--- config.mk ---
export PLATFORM = sky130hd
export DESIGN_NAME = spr_update_sched_flat
export DESIGN_NICKNAME = d
export VERILOG_FILES = /design/src/rtl/spr_update_sched_if.sv /design/src/rtl/spr_update_sched.sv /design/src/flat_wrapper.sv
export SDC_FILE = /design/constraint.sdc
export NUM_CORES = 1
export LEC_CHECK = 0
export BUFFER_PORTS_ARGS = -buffer_cell sky130_fd_sc_hd__buf_2
export CAP_MARGIN = 30
export CORE_MARGIN = 5
export CORE_UTILIZATION = 59
export DETAILED_ROUTE_END_ITERATION = 10
export PLACE_DENSITY = 0.77
export SLEW_MARGIN = 40
export SYNTH_ARGS = -nofsm -noshare
export SYNTH_HDL_FRONTEND = slang
export SYNTH_SLANG_ARGS = --single-unit
--- constraint.sdc ---
create_clock -name clk -period 3.65 [get_ports clk]
set_input_delay 0.1825 -clock clk [delete_from_list [all_inputs] [get_ports clk]]
set_output_delay 0.1825 -clock clk [all_outputs]
set_load 0.02 [all_outputs]
--- src/rtl/spr_update_sched_if.sv ---
// Write bus between the sprite command decoder and the sprite register bank.
// in_* carries decoded writes into the scheduler; out_* carries released writes.
interface spr_update_sched_if #(
    parameter int CMD_W  = 4,
    parameter int DATA_W = 10
);
    logic              in_write;
    logic [CMD_W-1:0]  in_command;
    logic [DATA_W-1:0] in_data;
    logic              out_write;
    logic [CMD_W-1:0]  out_command;
    logic [DATA_W-1:0] out_data;

    modport master (
        output in_write,
        output in_command,
        output in_data,
        input  out_write,
        input  out_command,
        input  out_data
    );

    modport slave (
        input  in_write,
        input  in_command,
        input  in_data,
        output out_write,
        output out_command,
        output out_data
    );
endinterface

--- src/rtl/spr_update_sched.sv ---
// Vblank-synchronised sprite register update scheduler: queues decoded writes
// in a FIFO and releases each committed batch back-to-back during vblank.
// Ports: clk, reset_n (async, active low), vblank, bus (slave: in_* writes in,
// out_* registered writes out), pending, applied (1-cycle), overflow (sticky),
// level (FIFO occupancy).
// Build option: SPR_SCHED_VBLANK_GATE_EN defined = drain waits for vblank;
// undefined = vblank ignored, drain starts on the edge after the commit.
module spr_update_sched #(
    parameter int               DEPTH      = 16,
    parameter int               CMD_W      = 4,
    parameter int               DATA_W     = 10,
    parameter logic [CMD_W-1:0] COMMIT_CMD = {CMD_W{1'b1}}
) (
    input  logic                   clk,
    input  logic                   reset_n,
    input  logic                   vblank,
    spr_update_sched_if.slave      bus,
    output logic                   pending,
    output logic                   applied,
    output logic                   overflow,
    output logic [$clog2(DEPTH):0] level
);

    localparam int AW = $clog2(DEPTH);
    localparam int LW = AW + 1;
    localparam int EW = CMD_W + DATA_W;

    if (DEPTH < 2 || (DEPTH & (DEPTH - 1)) != 0) begin : g_bad_depth
        $error("spr_update_sched: DEPTH must be a power of 2, >= 2");
    end

    typedef enum logic [1:0] {
        IDLE  = 2'd0,
        ARMED = 2'd1,
        DRAIN = 2'd2
    } state_t;

    state_t          state_q;
    state_t          state_d;

    logic [EW-1:0]   mem [DEPTH];
    logic [AW-1:0]   wr_ptr;
    logic [AW-1:0]   rd_ptr;
    logic [LW-1:0]   cnt_q;
    logic [LW-1:0]   c_q;
    logic [LW-1:0]   c_d;
    logic [LW-1:0]   post_pop;

    logic            vblank_ok;
    logic            is_commit;
    logic            is_data;
    logic            full;
    logic            pop;
    logic            push;
    logic            drop;
    logic            applied_d;

`ifdef SPR_SCHED_VBLANK_GATE_EN
    assign vblank_ok = vblank;
`else
    // Bring-up build: behave as if permanently in vblank.
    assign vblank_ok = 1'b1;
    logic unused_vblank;
    assign unused_vblank = vblank;
`endif

    assign is_commit = bus.in_write
                    && (bus.in_command == COMMIT_CMD);
    assign is_data   = bus.in_write
                    && (bus.in_command != COMMIT_CMD);

    assign full = (cnt_q == LW'(DEPTH));
    assign pop  = (state_q == DRAIN);

    // A full FIFO still accepts a write when the head leaves this cycle.
    assign push = is_data && (!full || pop);
    assign drop = is_data && full && !pop;

    // Batch size seen by a commit: everything left after this cycle's pop.
    assign post_pop = cnt_q - LW'(pop);

    always_comb begin
        state_d   = state_q;
        c_d       = c_q;
        applied_d = 1'b0;
        unique case (state_q)
            IDLE: begin
                if (is_commit) begin
                    c_d     = post_pop;
                    state_d = ARMED;
                end
            end
            ARMED: begin
                if (is_commit) begin
                    c_d = post_pop;
                end
                if (vblank_ok) begin
                    if (c_d != '0) begin
                        state_d = DRAIN;
                    end else begin
                        applied_d = 1'b1;
                        state_d   = IDLE;
                    end
                end
            end
            DRAIN: begin
                // A late commit re-sizes the batch to the
                // whole queue, pulling the newer writes in.
                if (is_commit) begin
                    c_d = post_pop;
                end else begin
                    c_d = c_q - LW'(1);
                end
                if (c_d == '0) begin
                    applied_d = 1'b1;
                    state_d   = IDLE;
                end
            end
            default: begin
                state_d = IDLE;
                c_d     = '0;
            end
        endcase
    end

    always_ff @(posedge clk or negedge reset_n) begin
        if (!reset_n) begin
            state_q <= IDLE;
            c_q     <= '0;
            applied <= 1'b0;
        end else begin
            state_q <= state_d;
            c_q     <= c_d;
            applied <= applied_d;
        end
    end

    always_ff @(posedge clk or negedge reset_n) begin
        if (!reset_n) begin
            wr_ptr   <= '0;
            rd_ptr   <= '0;
            cnt_q    <= '0;
            overflow <= 1'b0;
        end else begin
            if (push) begin
                wr_ptr <= wr_ptr + AW'(1);
            end
            if (pop) begin
                rd_ptr <= rd_ptr + AW'(1);
            end
            cnt_q <= cnt_q + LW'(push) - LW'(pop);
            if (drop) begin
                overflow <= 1'b1;
            end
        end
    end

    // Storage has no reset; only entries below level are ever read.
    always_ff @(posedge clk) begin
        if (push) begin
            mem[wr_ptr] <= {bus.in_command, bus.in_data};
        end
    end

    always_ff @(posedge clk or negedge reset_n) begin
        if (!reset_n) begin
            bus.out_write   <= 1'b0;
            bus.out_command <= '0;
            bus.out_data    <= '0;
        end else begin
            bus.out_write <= pop;
            if (pop) begin
                {bus.out_command, bus.out_data} <= mem[rd_ptr];
            end
        end
    end

    assign pending = (state_q != IDLE);
    assign level   = cnt_q;

endmodule

--- src/flat_wrapper.sv ---
// flat-port wrapper written by rule: the top's interface ports become plain ports
module spr_update_sched_flat 
#(
    parameter int               DEPTH      = 16,
    parameter int               CMD_W      = 4,
    parameter int               DATA_W     = 10,
    parameter logic [CMD_W-1:0] COMMIT_CMD = {CMD_W{1'b1}}
)
  (clk, reset_n, vblank, pending, applied, overflow, level, bus_in_write, bus_in_command, bus_in_data, bus_out_write, bus_out_command, bus_out_data);
  spr_update_sched_if #(.CMD_W(CMD_W), .DATA_W(DATA_W)) bus_i ();
  input  logic clk;
  input  logic reset_n;
  input  logic vblank;
  output logic pending;
  output logic applied;
  output logic overflow;
  output logic [$clog2(DEPTH):0] level;
  input wire logic [$bits(bus_i.in_write)-1:0] bus_in_write;
  input wire logic [$bits(bus_i.in_command)-1:0] bus_in_command;
  input wire logic [$bits(bus_i.in_data)-1:0] bus_in_data;
  output wire logic [$bits(bus_i.out_write)-1:0] bus_out_write;
  output wire logic [$bits(bus_i.out_command)-1:0] bus_out_command;
  output wire logic [$bits(bus_i.out_data)-1:0] bus_out_data;
  assign bus_i.in_write = bus_in_write;
  assign bus_i.in_command = bus_in_command;
  assign bus_i.in_data = bus_in_data;
  assign bus_out_write = bus_i.out_write;
  assign bus_out_command = bus_i.out_command;
  assign bus_out_data = bus_i.out_data;
  spr_update_sched #(.DEPTH(DEPTH), .CMD_W(CMD_W), .DATA_W(DATA_W), .COMMIT_CMD(COMMIT_CMD)) u_core (.clk(clk), .reset_n(reset_n), .vblank(vblank), .bus(bus_i), .pending(pending), .applied(applied), .overflow(overflow), .level(level));
endmodule
==> flow_metrics.py <==
metrics = {
    "clock_tree": {
        "cts_buffer_depth": 3,
        "cts_tree": "done",
        "cts_root_buf": "clkbuf_16",
        "cts_max_level": 1,
        "cts.sinks": 261,
        "cts_resized": 0,
        "post-cts-setup-buffers": 0,
        "numCtsBuffers": 26,
        "clk_latency_ns": 0.52,
        "clkSlewWorstSetupHoldPaths_ns": 0.06,
    },
    "synthesis": {
        "syn_area_per_cell_sq_um": 19.4,
        "yosysMostFrequentCell": "edfxtp_1",
        "yosysTopAreaCell": "edfxtp_1",
        "ys_seq_area_share_pct": 72.5,
        "ys_top_cells_by_count": "edfxtp_1, mux4_2, dfrtp_1, nor3_1, ha_1",
        "synth_top_area_share_pct": 63.7,
        "synthFlopType": "edfxtp_1",
        "yosys-top-cells-area": "edfxtp_1, mux4_2, dfrtp_1, ha_1, mux2_2",
        "synth_edf_count": 224,
        "ys_ff_latch": 261,
        "syn_inst": 545,
        "synthesis.nets": 582,
        "syn_area_sq_um": 10600,
        "synth_warnings": 0,
        "synth_async_sr_flop_share_pct": 14.2,
        "synth_cell_type_count": 47,
    },
    "critical_path": {
        "slowest_stage": "and2_1",
        "path_class": "flop to flop",
        "crit_path_max_fanout": 16,
        "critPathRequiredTime_ns": 3.79,
        "crit_chain": "inv_1 -> ha_1 -> buf_4 -> nor4_1 -> or2_2 -> nor3b_1 -> and2_1",
        "startpoint_type": "flop",
        "arrival_ns": 2.91,
        "end_kind": "flop",
        "cpPeakStageDelay_ns": 0.70,
    },
    "floorplanning": {
        "dieArea_sq_um": 20700,
        "start_util_pct": 59.4,
        "rows": 49,
        "core_area_sq_um": 17800,
        "chipHeight_microns": 144,
        "top_level_ports": 41,
        "die-width_microns": 144,
    },
    "cells_and_area": {
        "layout-drive-gt1-share_pct": 27.0,
        "nNetsFinal": 639,
        "stdcell_area_sq_um": 11900,
        "syn2layout_area_growth_pct": 12.3,
        "antenna_cells": 0,
    },
    "sta": {
        "fin_tns_setup_ns": 0,
        "timing.hold.ws_ns": 0.0565,
        "rsz0062_at_grt": "false",
        "fmax_mhz": 360,
        "min_period_over_period_pct": 76.1,
        "worstMarginPinSlew_ns": 0.846,
        "drv_slew": 0,
        "clock_skew_ns": 0.0230,
        "hold_viol": 0,
        "max_slew_margin_pct": 43.6,
        "setup_viol": 0,
        "period_minus_slack_ns": 2.78,
    },
    "detailed_routing": {
        "via_per_inst": 6.28,
        "drt_pre_antenna_iters": 6,
        "wl_per_cell_microns": 24.8,
        "vias": 5323,
        "finalWirelength_microns": 21000,
        "drtIter0Drc": 613,
        "detail-route-antenna-nets": 0,
        "drc": 0,
    },
    "placed_design": {
        "place_area_sq_um": 11000,
        "place.detailed.hpwl_microns": 12100,
        "portBuffers": 39,
        "place.gp.congestion": 0.777,
    },
    "pwr": {
        "ir_worst_vdd_uv": 668,
        "p_leak_uw": 0.00411,
        "powerDensity_nw_per_um2": 797,
        "fin_total_pwr_uw": 9450,
    },
    "grt": {
        "grt_overflow_total": 0,
        "grt_pass1_wl_microns": 32700,
        "grt_pass1_vias": 5410,
        "antenna_found_initial": 0,
        "grt_util_all_layers_pct": 21.3,
        "grt_start_max_net_pins": 60,
    },
    "min_path": {
        "hold_class": "input pin to flop",
    },
    "run": {
        "drv_cap": 0,
    },
    "status": {
        "status": "finished clean",
    },
}
==> stage by stage <==
stage | instances | utilization, % | setup WS [ns]
4_1_cts | 847 | 66.6 | 0.811
5_1_grt | 847 | 66.7 | 0.631
3_3_place_gp | 801 | 62.0 | 0.987
2_1_floorplan | 545 | - | 1.14
3_5_place_dp | 801 | 62.0 | 0.847
6_report | 847 | 66.7 | 0.872
==> critical path, delay by kind of cell (launching register included) <==
kind / cells / cell delay [ns]
and+or+nand+nor: 4 / 1.49
DFF: 1 / 0.41
buffers and inverters: 2 / 0.33
adders and majority gates: 1 / 0.16
==> area by class of cell <==
cell class | count | area, sq um
Clock inverter | 10 | 88.8
Tap cell | 229 | 287
Fill cell | 1162 | 5930
Timing Repair Buffer | 53 | 324
Clock buffer | 34 | 712
Multi-Input combinational cell | 243 | 2720
Inverter | 17 | 63.8
Sequential cell | 261 | 7660
==> repair_timing <==
| action | 4_1_cts | 5_1_grt |
|---|---|---|
| endpoints found under the setup margin | 0 | 0 |
| hold endpoints to repair | 38 | 0 |
| hold buffers | 2 | 0 |
==> routing by layer <==
metal,global-route usage [%],vias up,routed length (microns)
li1,-,2303,-
met1,30.9,2774,8750
met2,34.9,212,10500
met3,3.63,34,1410
met4,4.31,0,398
met5,0,-,0
==> flip-flops by register name (all words and copies together) (netlist names) <==
| signal | cells |
|---|---|
| u_core.applied | 1 |
| u_core.bus.out_command | 4 |
| u_core.bus.out_data | 10 |
| u_core.bus.out_write | 1 |
| u_core.c_q | 5 |
| u_core.level | 5 |
| u_core.mem | 224 |
| u_core.overflow | 1 |
| u_core.rd_ptr | 4 |
| u_core.state_q | 2 |
| u_core.wr_ptr | 4 |
==> cells in the final DEF (no fill, tap or decap), drive strengths merged, types with 3 or more instances in the layout <==
cell	instances
buf	51
xor2	6
mux2i	15
nand4	3
dfrtp	37
clkinv	9
inv	16
nand2	11
ha	18
edfxtp	224
mux2	15
o21ai	4
a21oi	8
nor3b	4
nor3	20
xnor2	9
nor2	14
mux4	56
and2	18
clkbuf	34
a221o	13
==> report_power, final <==
part / switching (uW) / leakage, uW / internal, uW
Clock: 1050 / 0.000389 / 1440
Combinational: 1550 / 0.00124 / 1350
Sequential: 359 / 0.00248 / 3690
==> path summary, 6_finish.rpt <==
path	start	endpoint	slack, ns	cells past startpoint
min	bus_in_data[3]	u_core.mem[13][3]	0.06	1
max	u_core.state_q[0]	u_core.mem[8][7]	0.87	7
max reg2reg	u_core.state_q[0]	u_core.mem[8][7]	0.87	7
min reg2reg	u_core.overflow	u_core.overflow	0.48	1
min in group asynchronous	reset_n	u_core.c_q[3]	0.18	2
max in group asynchronous	reset_n	u_core.rd_ptr[0]	3.08	2
==> cells by family (layout without fill, tap and decap cells) <==
family / after synthesis / in the layout / share of synthesized area, %
AOI/OAI and AO/OA: 41 / 41 / 3.01
xor gates and xnor gates: 15 / 15 / 1.24
adders and majority gates: 19 / 19 / 2.32
buffers and inverters: 41 / 114 / 1.79
DFF: 261 / 261 / 72.5
muxes: 86 / 86 / 15.0
and+or+nand+nor: 82 / 82 / 4.16
Power figures use the tool's default switching activity.
